===== config.mk =====
export PLATFORM = sky130hd
export DESIGN_NAME = serial_add_compare
export DESIGN_NICKNAME = d
export VERILOG_FILES = /design/src/rtl/sac_pkg.sv /design/src/rtl/serial_digit_adder.sv /design/src/rtl/serial_add_compare.sv
export SDC_FILE = /design/constraint.sdc
export NUM_CORES = 1
export LEC_CHECK = 0
export BUFFER_PORTS_ARGS = -buffer_cell sky130_fd_sc_hd__buf_2
export CAP_MARGIN = 20
export CORE_MARGIN = 2
export CORE_UTILIZATION = 55
export DETAILED_ROUTE_END_ITERATION = 6
export GPL_TIMING_DRIVEN = 0
export PLACE_DENSITY = 0.93
export SLEW_MARGIN = 25
export SYNTH_ARGS = -nofsm -noshare
export SYNTH_HDL_FRONTEND = slang
export SYNTH_HIERARCHICAL = 1
export SYNTH_SLANG_ARGS = --single-unit

===== constraint.sdc =====
create_clock -name clk -period 3.4 [get_ports clk]
set_input_delay 0.68 -clock clk [delete_from_list [all_inputs] [get_ports clk]]
set_output_delay 0.68 -clock clk [all_outputs]
set_load 0.005 [all_outputs]

===== src/rtl/sac_pkg.sv =====
// Shared types and sizing helpers for the serial adder / magnitude comparator.
package sac_pkg;

   typedef enum logic [1:0] {IDLE, RUN, DONE} state_t;
   typedef enum logic [1:0] {CMP_EQ, CMP_LT, CMP_GT} cmp_t;

   function automatic int sac_steps(input int width, input int digit);
      return width / digit;
   endfunction

   // Step counter needs at least one bit even when a single step covers the word.
   function automatic int sac_cnt_w(input int width, input int digit);
      int s;
      s = width / digit;
      return (s < 2) ? 1 : $clog2(s);
   endfunction

endpackage


===== src/rtl/serial_digit_adder.sv =====
// DIGIT-bit combinational ripple adder; also exposes the carry into its top bit.
module serial_digit_adder #(
   parameter int DIGIT = 1
) (
   input  logic [DIGIT-1:0] a_d,
   input  logic [DIGIT-1:0] b_d,
   input  logic             cin,
   output logic [DIGIT-1:0] s_d,
   output logic             cout,
   output logic             c_msb
);

   logic [DIGIT:0] c;

   assign c[0] = cin;

   for (genvar i = 0; i < DIGIT; i++) begin : g_fa
      assign s_d[i]   = a_d[i] ^ b_d[i] ^ c[i];
      assign c[i+1]   = (a_d[i] & b_d[i]) | (c[i] & (a_d[i] ^ b_d[i]));
   end

   assign cout  = c[DIGIT];
   assign c_msb = c[DIGIT-1];

endmodule


===== src/rtl/serial_add_compare.sv =====
// Multi-cycle adder and magnitude comparator, DIGIT bits per clock, LSB first,
// behind valid/ready handshakes on both sides.
module serial_add_compare
   import sac_pkg::*;
#(
   parameter int WIDTH  = 8,
   parameter int DIGIT  = 1,
   parameter bit SIGNED = 1'b0
) (
   input  logic             clk,
   input  logic             rst_n,
   input  logic             in_valid,
   output logic             in_ready,
   input  logic [WIDTH-1:0] a,
   input  logic [WIDTH-1:0] b,
   output logic             out_valid,
   input  logic             out_ready,
   output logic [WIDTH-1:0] sum,
   output logic             cout,
   output logic             ovf,
   output logic             a_lt_b,
   output logic             a_eq_b,
   output logic             a_gt_b,
   output logic             busy
);

   localparam int STEPS = sac_steps(WIDTH, DIGIT);
   localparam int CW    = sac_cnt_w(WIDTH, DIGIT);
   // Flipping the sign bit maps two's-complement order onto unsigned order.
   localparam logic [WIDTH-1:0] MSB_FLIP = SIGNED ? {1'b1, {(WIDTH-1){1'b0}}} : '0;

   state_t           state, state_nxt;
   cmp_t             cmp, cmp_nxt;
   logic [CW-1:0]    step;
   logic [WIDTH-1:0] a_sh, b_sh, ca_sh, cb_sh, sum_sh, sum_shifted;
   logic             carry, last;
   logic [DIGIT-1:0] s_d;
   logic             d_cout, d_cmsb;
   logic             cout_r, ovf_r, lt_r, eq_r, gt_r;

   serial_digit_adder #(.DIGIT(DIGIT)) u_add (
      .a_d   (a_sh[DIGIT-1:0]),
      .b_d   (b_sh[DIGIT-1:0]),
      .cin   (carry),
      .s_d   (s_d),
      .cout  (d_cout),
      .c_msb (d_cmsb)
   );

   if (STEPS == 1) begin : g_one
      assign sum_shifted = s_d;
   end else begin : g_many
      assign sum_shifted = {s_d, sum_sh[WIDTH-1:DIGIT]};
   end

   assign last = (step == CW'(STEPS-1));

   always_comb begin
      cmp_nxt = cmp;
      if (ca_sh[DIGIT-1:0] > cb_sh[DIGIT-1:0])      cmp_nxt = CMP_GT;
      else if (ca_sh[DIGIT-1:0] < cb_sh[DIGIT-1:0]) cmp_nxt = CMP_LT;
   end

   always_comb begin
      state_nxt = state;
      case (state)
         IDLE:    if (in_valid)  state_nxt = RUN;
         RUN:     if (last)      state_nxt = DONE;
         DONE:    if (out_ready) state_nxt = IDLE;
         default:                state_nxt = IDLE;
      endcase
   end

   always_ff @(posedge clk or negedge rst_n) begin
      if (!rst_n) state <= IDLE;
      else        state <= state_nxt;
   end

   always_ff @(posedge clk or negedge rst_n) begin
      if (!rst_n) begin
         a_sh   <= '0;
         b_sh   <= '0;
         ca_sh  <= '0;
         cb_sh  <= '0;
         sum_sh <= '0;
         carry  <= 1'b0;
         cmp    <= CMP_EQ;
         step   <= '0;
         cout_r <= 1'b0;
         ovf_r  <= 1'b0;
         lt_r   <= 1'b0;
         eq_r   <= 1'b0;
         gt_r   <= 1'b0;
      end else if (state == IDLE && in_valid) begin
         a_sh  <= a;
         b_sh  <= b;
         ca_sh <= a ^ MSB_FLIP;
         cb_sh <= b ^ MSB_FLIP;
         carry <= 1'b0;
         cmp   <= CMP_EQ;
         step  <= '0;
      end else if (state == RUN) begin
         a_sh   <= a_sh >> DIGIT;
         b_sh   <= b_sh >> DIGIT;
         ca_sh  <= ca_sh >> DIGIT;
         cb_sh  <= cb_sh >> DIGIT;
         sum_sh <= sum_shifted;
         carry  <= d_cout;
         cmp    <= cmp_nxt;
         step   <= step + 1'b1;
         if (last) begin
            cout_r <= d_cout;
            ovf_r  <= SIGNED && (d_cmsb ^ d_cout);
            lt_r   <= (cmp_nxt == CMP_LT);
            eq_r   <= (cmp_nxt == CMP_EQ);
            gt_r   <= (cmp_nxt == CMP_GT);
         end
      end
   end

   assign in_ready  = (state == IDLE);
   assign busy      = (state != IDLE);
   assign out_valid = (state == DONE);
   assign sum       = sum_sh;
   assign cout      = cout_r;
   assign ovf       = ovf_r;
   assign a_lt_b    = lt_r;
   assign a_eq_b    = eq_r;
   assign a_gt_b    = gt_r;

endmodule


==> results of run 1 <==
-- critical path: stages, from the launching register on --
cell and delay [ps]:
dfrtp_1 380, buf_6 130, nand2b_1 150, inv_1 60, buf_2 100
-- flip-flops by register name (all words and copies together) (netlist names) --
register / count
sum: 8
a_eq_b: 1
cmp: 2
a_lt_b: 1
state: 2
b_sh: 8
carry: 1
a_gt_b: 1
step: 3
cout: 1
a_sh: 8
-- power groups by stage --
stage	Clock, mW	Sequential [mW]	Combinational (mW)
5_1_grt	0.220	0.733	0.771
3_3_place_gp	0	0.711	0.648
6_report	0.194	0.710	0.669
3_5_place_dp	0	0.719	0.676
2_1_floorplan	0	0.703	0.478
4_1_cts	0.200	0.710	0.677
-- stage by stage --
step	cells	setup WS [ps]
after floorplan	163	2010
after global placement	228	1860
after detailed placement	228	1790
after CTS	233	1550
after global routing	233	1480
final	233	1570
-- layer usage --
layer | up-vias | routed length (um) | part of all wire [%] | track usage (%)
met5 | - | 0 | 0 | 0
met1 | 598 | 1400 | 46 | 27.8
met2 | 30 | 1450 | 48 | 33.0
met3 | 3 | 154 | 5.1 | 7.14
met4 | 0 | 21 | 0.70 | 6.31
li1 | 616 | - | - | -
-- cells in the final DEF (no fill, tap or decap), types with 2 or more instances in the layout --
cell / instances
clkbuf_4: 5
inv_1: 6
buf_4: 3
dfrtp_1: 36
nand2_1: 66
a22oi_1: 14
ha_1: 3
buf_2: 38
nor2b_1: 2
a31oi_1: 2
buf_6: 3
nor2_1: 2
o21ai_0: 3
o21ai_1: 6
nand2b_1: 2
-- cell type report --
| cell class | count | area share, % |
|---|---|---|
| Tap cell | 31 | 2.12 |
| Clock buffer | 5 | 2.05 |
| Timing Repair Buffer | 34 | 9.29 |
| Sequential cell | 36 | 49.2 |
| Multi-Input combinational cell | 111 | 32.0 |
| Inverter | 6 | 1.23 |
| Buffer | 10 | 4.17 |
-- path summary, 6_finish.rpt --
| kind | start | to | slack, ps | depth (start not counted) |
|---|---|---|---|---|
| worst max-delay path | state[0] | out_valid | 1570 | 4 |
| worst min register to register | a_eq_b | a_eq_b | 480 | 2 |
| min in group clk | a_eq_b | a_eq_b | 480 | 2 |
| max in group asynchronous | rst_n | a_sh[4] | 2500 | 1 |
| worst max register to register | step[0] | cout | 1890 | 4 |
| worst min-delay path | rst_n | state[1] | 410 | 1 |
==> run summary, run 1 <==
Outcome - finished clean
Sw Ratio - 38.4%
Setup Viol. Count Final - 0
# rows - 19
Die Area - 0.00333 mm^2
Register area - 901 um^2
Max_slew headroom - 48.7%
Max Fanout on Critical Path - 7
Placed inst area - 0.00179 mm^2
Ys Warns - 6
TritonCTS clock tree - yes
Setup CP Type - reg2out
CP Data Required Time - 2720 ps
Startpoint types - register
Post-CTS setup buffers - 0
Gate power share - 42.5%
Die width - 57.7 um
Post-Syn Nets - 187
DR vias - 1247
Pint - 0.968 mW
GP Congestion - 0.783
Design Area, Final - 0.00183 mm^2
ANT cells - 0
Vias per cell - 5.35
Number of max-cap violations - 0
Largest net degree at the start of global routing - 37
Htree depth - 2
WL/cell - 13.0 um
Endpoints failing hold - 0
Total CTS buffers - 5
Hold Slack - 411 ps
Gr ovfl total - 0
Post-synthesis area per instance - 9.73 um^2
CORE AREA - 0.00276 mm^2
DRC - 0
RSZ-0062 raised after global routing - false
Initial drt markers - 38
Longest Clk Path Bufs - 2
Tightest Pin Transition - 769 ps
Final wirelength - 3.02 mm
Clk Latency, worst-skew pair - 330 ps
Final min period - 1830 ps
P&R area growth vs syn - 15.5%
DR pass1 iterations - 4
Final net count - 228
Gr usage total - 21.0%
Crit path arrival time - 1150 ps
Final period utilization - 53.8%
Critical path endpoint category - output port
DRT antenna net count - 0
Port bufs - 34
Initial antenna violation count - 0
Pwr dens - 858 mW/mm^2
Sink Count - 36
Slew Limit Fails - 0
Ports - 36
Max Clock Freq - 546 MHz
Post-synthesis cell area - 0.00159 mm^2
Footprint of the multi-input gates - 586 um^2
Util after Layout - 66.4%
Fin Setup TNS - 0 ps
DIE HEIGHT - 57.7 um
Vias in the first global route - 1188
Hpwl dp - 2.17 mm
Clock root cell - clkbuf_4
Post-CTS Resized - 0
Final setup skew - 5.77 ps
Clock slew at reported path FFs - 100 ps
Leakage dissipation - 1.01 nW
Worst vdd ir - 0.000685 V
Switch Pwr - 0.604 mW
Clk pwr share - 12.3%
Fillers - 238
First-pass GRT wire length - 5.21 mm
Total power - 1.57 mW
Initial core utilization - 57.5%
Layout cells sized above 1 - 25.2%
CTS Hold Bufs - 0
Hold crit path type - in2async
Mapped Cells - 163
Sequential Power Share - 45.1%
No activity file was read; power rests on OpenSTA's default activity.
==> inputs of run 2 (changes only) <==
--- a/config.mk
+++ b/config.mk
@@ -8,10 +8,10 @@
 export BUFFER_PORTS_ARGS = -buffer_cell sky130_fd_sc_hd__buf_2
 export CAP_MARGIN = 20
 export CORE_MARGIN = 2
-export CORE_UTILIZATION = 55
+export CORE_UTILIZATION = 47
 export DETAILED_ROUTE_END_ITERATION = 6
 export GPL_TIMING_DRIVEN = 0
-export PLACE_DENSITY = 0.93
+export PLACE_DENSITY = 0.86
 export SLEW_MARGIN = 25
 export SYNTH_ARGS = -nofsm -noshare
 export SYNTH_HDL_FRONTEND = slang
==> constraint.sdc (replaced) <==
create_clock -name clk -period 1.5 [get_ports clk]
set_input_delay 0.3 -clock clk [delete_from_list [all_inputs] [get_ports clk]]
set_output_delay 0.3 -clock clk [all_outputs]
set_load 0.005 [all_outputs]
==> run summary, run 2 (same netlist as run 1, synthesis figures left out) <==
CORE AREA - 0.00328 mm^2 (+19%)
Layout cells sized above 1 - 27.7% (+2.4 points)
Reg2Reg Depth - 4 (unchanged)
Final min period - 1420 ps
Crit path cell chain - buf_6, nand2b_4, inv_1, buf_2
Design Area, Final - 0.00189 mm^2 (+3.2%)
CTS Hold Bufs - 0 (unchanged)
Final setup skew - 5.03 ps (-0.741 ps)
TritonCTS clock tree - yes
Tightest Pin Transition - 762 ps (-7.64 ps)
Most frequent cells in the layout - nand2_1 (66), buf_2 (38), dfrtp_1 (35)
Final wirelength - 2.91 mm (-3.5%)
Initial antenna violation count - 0 (unchanged)
Commonest non-fill, non-tap cell in the layout - nand2_1
Total power - 3.68 mW (+130%)
Htree depth - 2 (unchanged)
CP max stage cell - dfrtp_1
Gr ovfl total - 0 (unchanged)
Setup Viol. Count Final - 0 (unchanged)
Setup CP Type - reg2out
Longest Clk Path Bufs - 2 (unchanged)
Ports - 36 (unchanged)
Max incr delay on CP - 390 ps (about the same)
Gr usage total - 17.5% (-3.5 points)
Reg-to-Reg Start - step[0]
Die Area - 0.00385 mm^2 (+16%)
Die width - 62.1 um (+7.6%)
WL/cell - 11.6 um (-11%)
DR vias - 1261 (+1.1%)
Util after Layout - 57.6% (-8.9 points)
Sink Count - 36 (unchanged)
Hpwl dp - 2.08 mm (-4.2%)
Leakage dissipation - 1.03 nW (+2.4%)
Clock root cell - clkbuf_4
Largest net degree at the start of global routing - 37 (unchanged)
CP Data Required Time - 1200 ps (-1520 ps)
Initial core utilization - 48.3% (-9.2 points)
GP Congestion - 0.808 (+3.2%)
Pwr dens - 1950 mW/mm^2 (+130%)
Final net count - 229 (+0.44%)
Reg2Reg Capture Point - cout
Slew Limit Fails - 0 (unchanged)
Clock slew at reported path FFs - 110 ps (about the same)
ANT cells - 0 (unchanged)
Total CTS buffers - 5 (unchanged)
Reg-to-reg slack, setup - 140 ps (-1750 ps)
Final period utilization - 94.7%
Max Clock Freq - 704 MHz
Max_slew headroom - 49.2% (+0.51 points)
First-pass GRT wire length - 4.74 mm (-9.0%)
Startpoint types - register
Critical path endpoint category - output port
Fillers - 291 (+22%)
Endpoints failing hold - 0 (unchanged)
Vias in the first global route - 1093 (-8.0%)
DRC - 0 (unchanged)
DIE HEIGHT - 62.1 um (+7.6%)
Crit path arrival time - 1120 ps (-30 ps)
DR pass1 iterations - 4 (unchanged)
Clk Latency, worst-skew pair - 340 ps (about the same)
Port bufs - 34 (unchanged)
P&R area growth vs syn - 19.3%
Vias per cell - 5.00 (-6.5%)
Worst vdd ir - 0.000758 V (+11%)
RSZ-0062 raised after global routing - true
# rows - 21 (+2)
Number of max-cap violations - 0 (unchanged)
Outcome - finished clean
Placed inst area - 0.00181 mm^2 (+1.0%)
Initial drt markers - 36 (-5.3%)
Max Fanout on Critical Path - 7 (unchanged)
DRT antenna net count - 0 (unchanged)
Hold crit path type - in2async
[run 2: routing by layer]
layer	track usage, %	vias to the layer above	wire length [um]
li1	-	617	-
met1	22.4	604	1250
met2	27.1	35	1470
met3	5.38	5	156
met4	8.21	0	36
met5	0	-	0
[run 2: how the worst max path moves through the flow]
stage / from / to / slack (ps) / cells past startpoint
after floorplan: step[0] / cout / 110 / 4
after global placement: step[0] / cout / 6 / 4
after detailed placement: step[0] / cout / -8 / 4
after CTS: state[0] / out_valid / 40 / 4
after global routing: state[1] / busy / -8 / 3
final: state[0] / out_valid / 80 / 4
[run 2: where the power goes]
group	leakage [nW]	internal, mW	total, mW	switching (mW)
Clock	0.0380	0.223	0.542	0.319
Sequential	0.461	1.37	1.61	0.247
Combinational	0.531	0.685	1.53	0.841
[run 2: critical path: cells and delay by family, from the launching register on]
family / cells / cell delay (ps)
flops: 1 / 390
buf+inv: 3 / 260
simple gates: 1 / 130
[run 2: repair_timing]
item / 4_1_cts / 5_1_grt
resized for setup: 0 / 2
setup buffers: 1 / 0
setup endpoints to repair: 1 / 2
pin swaps: 1 / 0
[run 2: area by class of cell]
type | count | area [um^2] | area share [%]
Multi-Input combinational cell | 111 | 593 | 31.4
Tap cell | 46 | 57.6 | 3.04
Inverter | 6 | 22.5 | 1.19
Timing Repair Buffer | 35 | 178 | 9.40
Clock buffer | 6 | 51.3 | 2.71
Sequential cell | 36 | 902 | 47.7
Buffer | 10 | 76.3 | 4.04
Clock inverter | 2 | 10.0 | 0.529
[run 2: stage by stage]
step,std cells,TNS (ps),setup WS [ps],hold slack [ps]
after floorplan,163,0,110,4.41
after global placement,243,0,5.97,424
after detailed placement,243,-8.05,-8.05,420
after CTS,252,0,38.4,41.3
after global routing,252,-7.64,-7.64,71.2
final,252,0,79.8,20.3
==> inputs of run 3 (changes only) <==
--- a/config.mk
+++ b/config.mk
@@ -11,7 +11,7 @@
 export CORE_UTILIZATION = 47
 export DETAILED_ROUTE_END_ITERATION = 6
 export GPL_TIMING_DRIVEN = 0
-export PLACE_DENSITY = 0.86
+export PLACE_DENSITY = 0.74
 export SLEW_MARGIN = 25
 export SYNTH_ARGS = -nofsm -noshare
 export SYNTH_HDL_FRONTEND = slang
==> run summary, run 3 (same netlist as run 1, synthesis figures left out) <==
Clk Latency, worst-skew pair - 330 ps (about the same)
Switch Pwr - 1.39 mW (-1.0%)
WP buf/inv - 3 (unchanged)
Endpoints failing hold - 0 (unchanged)
Die Area - 0.00385 mm^2 (unchanged)
Final min period - 1440 ps (+21.8 ps)
Final net count - 230 (+0.44%)
DR pass1 iterations - 4 (unchanged)
Vias in the first global route - 1129 (+3.3%)
Setup WS pre-CTS - 8.20 ps (+16.3 ps)
Outcome - finished clean
Gr ovfl total - 0 (unchanged)
# rows - 21 (unchanged)
CP max stage cell - dfrtp_1
Cell family with most CP delay - flip-flops
Gr usage total - 18.2% (+0.72 points)
Initial drt markers - 67 (+86%)
Hold crit path type - in2async
Die width - 62.1 um (unchanged)
DR vias - 1257 (-0.32%)
TritonCTS clock tree - yes
DRT antenna net count - 0 (unchanged)
DRC - 0 (unchanged)
Final wirelength - 3.15 mm (+8.0%)
Clock root cell - clkbuf_4
Htree depth - 2 (unchanged)
Pint - 2.21 mW (-2.8%)
Final setup skew - 7.71 ps (+2.68 ps)
Vias per cell - 5.03 (+0.48%)
Setup CP Type - reg2out
Fin Setup TNS - 0 ps (unchanged)
Startpoint types - register
GP Congestion - 0.736 (-8.9%)
Longest Clk Path Bufs - 2 (unchanged)
Hpwl dp - 2.22 mm (+6.8%)
Sink Count - 36 (unchanged)
Largest net degree at the start of global routing - 37 (unchanged)
P&R area growth vs syn - 18.2%
Placed inst area - 0.00181 mm^2 (unchanged)
Crit path cell chain - buf_6, nand2b_1, inv_1, buf_2
CORE AREA - 0.00328 mm^2 (unchanged)
Port bufs - 34 (unchanged)
Clock slew at reported path FFs - 90 ps (-20 ps)
Setup Viol. Count Final - 0 (unchanged)
First-pass GRT wire length - 4.95 mm (+4.4%)
Max Clock Freq - 693 MHz (-1.5%)
DIE HEIGHT - 62.1 um (unchanged)
Slew Limit Fails - 0 (unchanged)
ANT cells - 0 (unchanged)
Worst setup margin - 58.0 ps (-21.8 ps)
Max Fanout on Critical Path - 7 (unchanged)
Critical path endpoint category - output port
Design Area, Final - 0.00187 mm^2 (-0.93%)
RSZ-0062 raised after global routing - true
Crit path arrival time - 1140 ps (+20 ps)
Max incr delay on CP - 390 ps (about the same)
Tightest Pin Transition - 781 ps (+19.0 ps)
Routed wl met2 - 1.52 mm (+3.5%)
Ports - 36 (unchanged)
Sequential Power Share - 44.8% (+1.0 points)
Max_slew headroom - 48.0% (-1.3 points)
CP Data Required Time - 1200 ps (about the same)
Initial antenna violation count - 0 (unchanged)
Pwr dens - 1920 mW/mm^2 (-1.2%)
Worst vdd ir - 0.000857 V (+13%)
Most frequent cells in the layout - nand2_1 (66), buf_2 (38), dfrtp_1 (36)
Clk pwr share - 12.2% (-2.5 points)
Sw Ratio - 38.6% (+0.42 points)
WL/cell - 12.6 um (+8.9%)
Routed wl met3 - 219 um (+40%)
Total CTS buffers - 5 (unchanged)
Layout cells sized above 1 - 26.5% (-1.2 points)
Initial core utilization - 48.3% (unchanged)
Final period utilization - 96.1% (+1.5 points)
Gate power share - 42.9% (+1.4 points)
Commonest non-fill, non-tap cell in the layout - nand2_1
Number of max-cap violations - 0 (unchanged)
M1 WL - 1.35 mm (+8.1%)
Top layer in use - met4
Leakage dissipation - 1.02 nW (-1.1%)
## run 3: worst reg2reg max path: stages (launching register included)
cell      delay, ps
dfrtp_1         420
ha_1            210
ha_1            190
nand3b_1        170
mux2_1          340
## run 3: area by class of cell
type	count	area [um^2]
Tap cell	46	57.6
Multi-Input combinational cell	111	593
Sequential cell	36	901
Clock buffer	5	37.5
Timing Repair Buffer	36	185
Inverter	6	22.5
Fill cell	314	1410
Buffer	10	76.3
## run 3: stage by stage
stage	power, mW	hold WS (ps)	instances	utilization [%]
3_3_place_gp	3.08	411	243	55.2
6_report	3.60	34.0	250	57.0
3_5_place_dp	3.17	427	243	55.2
4_1_cts	3.63	49.4	250	56.8
5_1_grt	3.95	77.2	250	57.0
2_1_floorplan	2.68	4.41	163	-
## run 3: power by group through the flow
stage               combinational (mW)  sequential (mW)  clock [mW]
floorplan                         1.08             1.59           0
global placement                  1.48             1.60           0
detailed placement                1.54             1.63           0
CTS                               1.55             1.61       0.462
global route                      1.78             1.67       0.504
finish                            1.55             1.61       0.441
## run 3: final timing paths
| kind | start | depth (start not counted) | to | slack [ps] |
|---|---|---|---|---|
| setup / recovery | state[0] | 4 | out_valid | 60 |
| hold / removal | rst_n | 1 | a_lt_b | 30 |
| setup reg to reg | step[0] | 4 | cout | 70 |
| hold reg to reg | a_gt_b | 2 | a_gt_b | 480 |
| max in group asynchronous | rst_n | 1 | a_sh[2] | 960 |
| min in group clk | b[7] | 3 | b_sh[7] | 170 |
## run 3: what timing repair did
item | 4_1_cts | 5_1_grt
cloned | 0 | 0
hold buffers | 0 | 0
setup endpoints to repair | 1 | 3
buffers inserted | 2 | 0
pin swaps | 1 | 0
gates resized for setup | 0 | 1
## run 3: metal layers
layer	GRT usage, %	up-vias
li1	-	619
met4	8.81	0
met1	22.7	595
met5	0	-
met3	7.25	6
met2	27.5	37
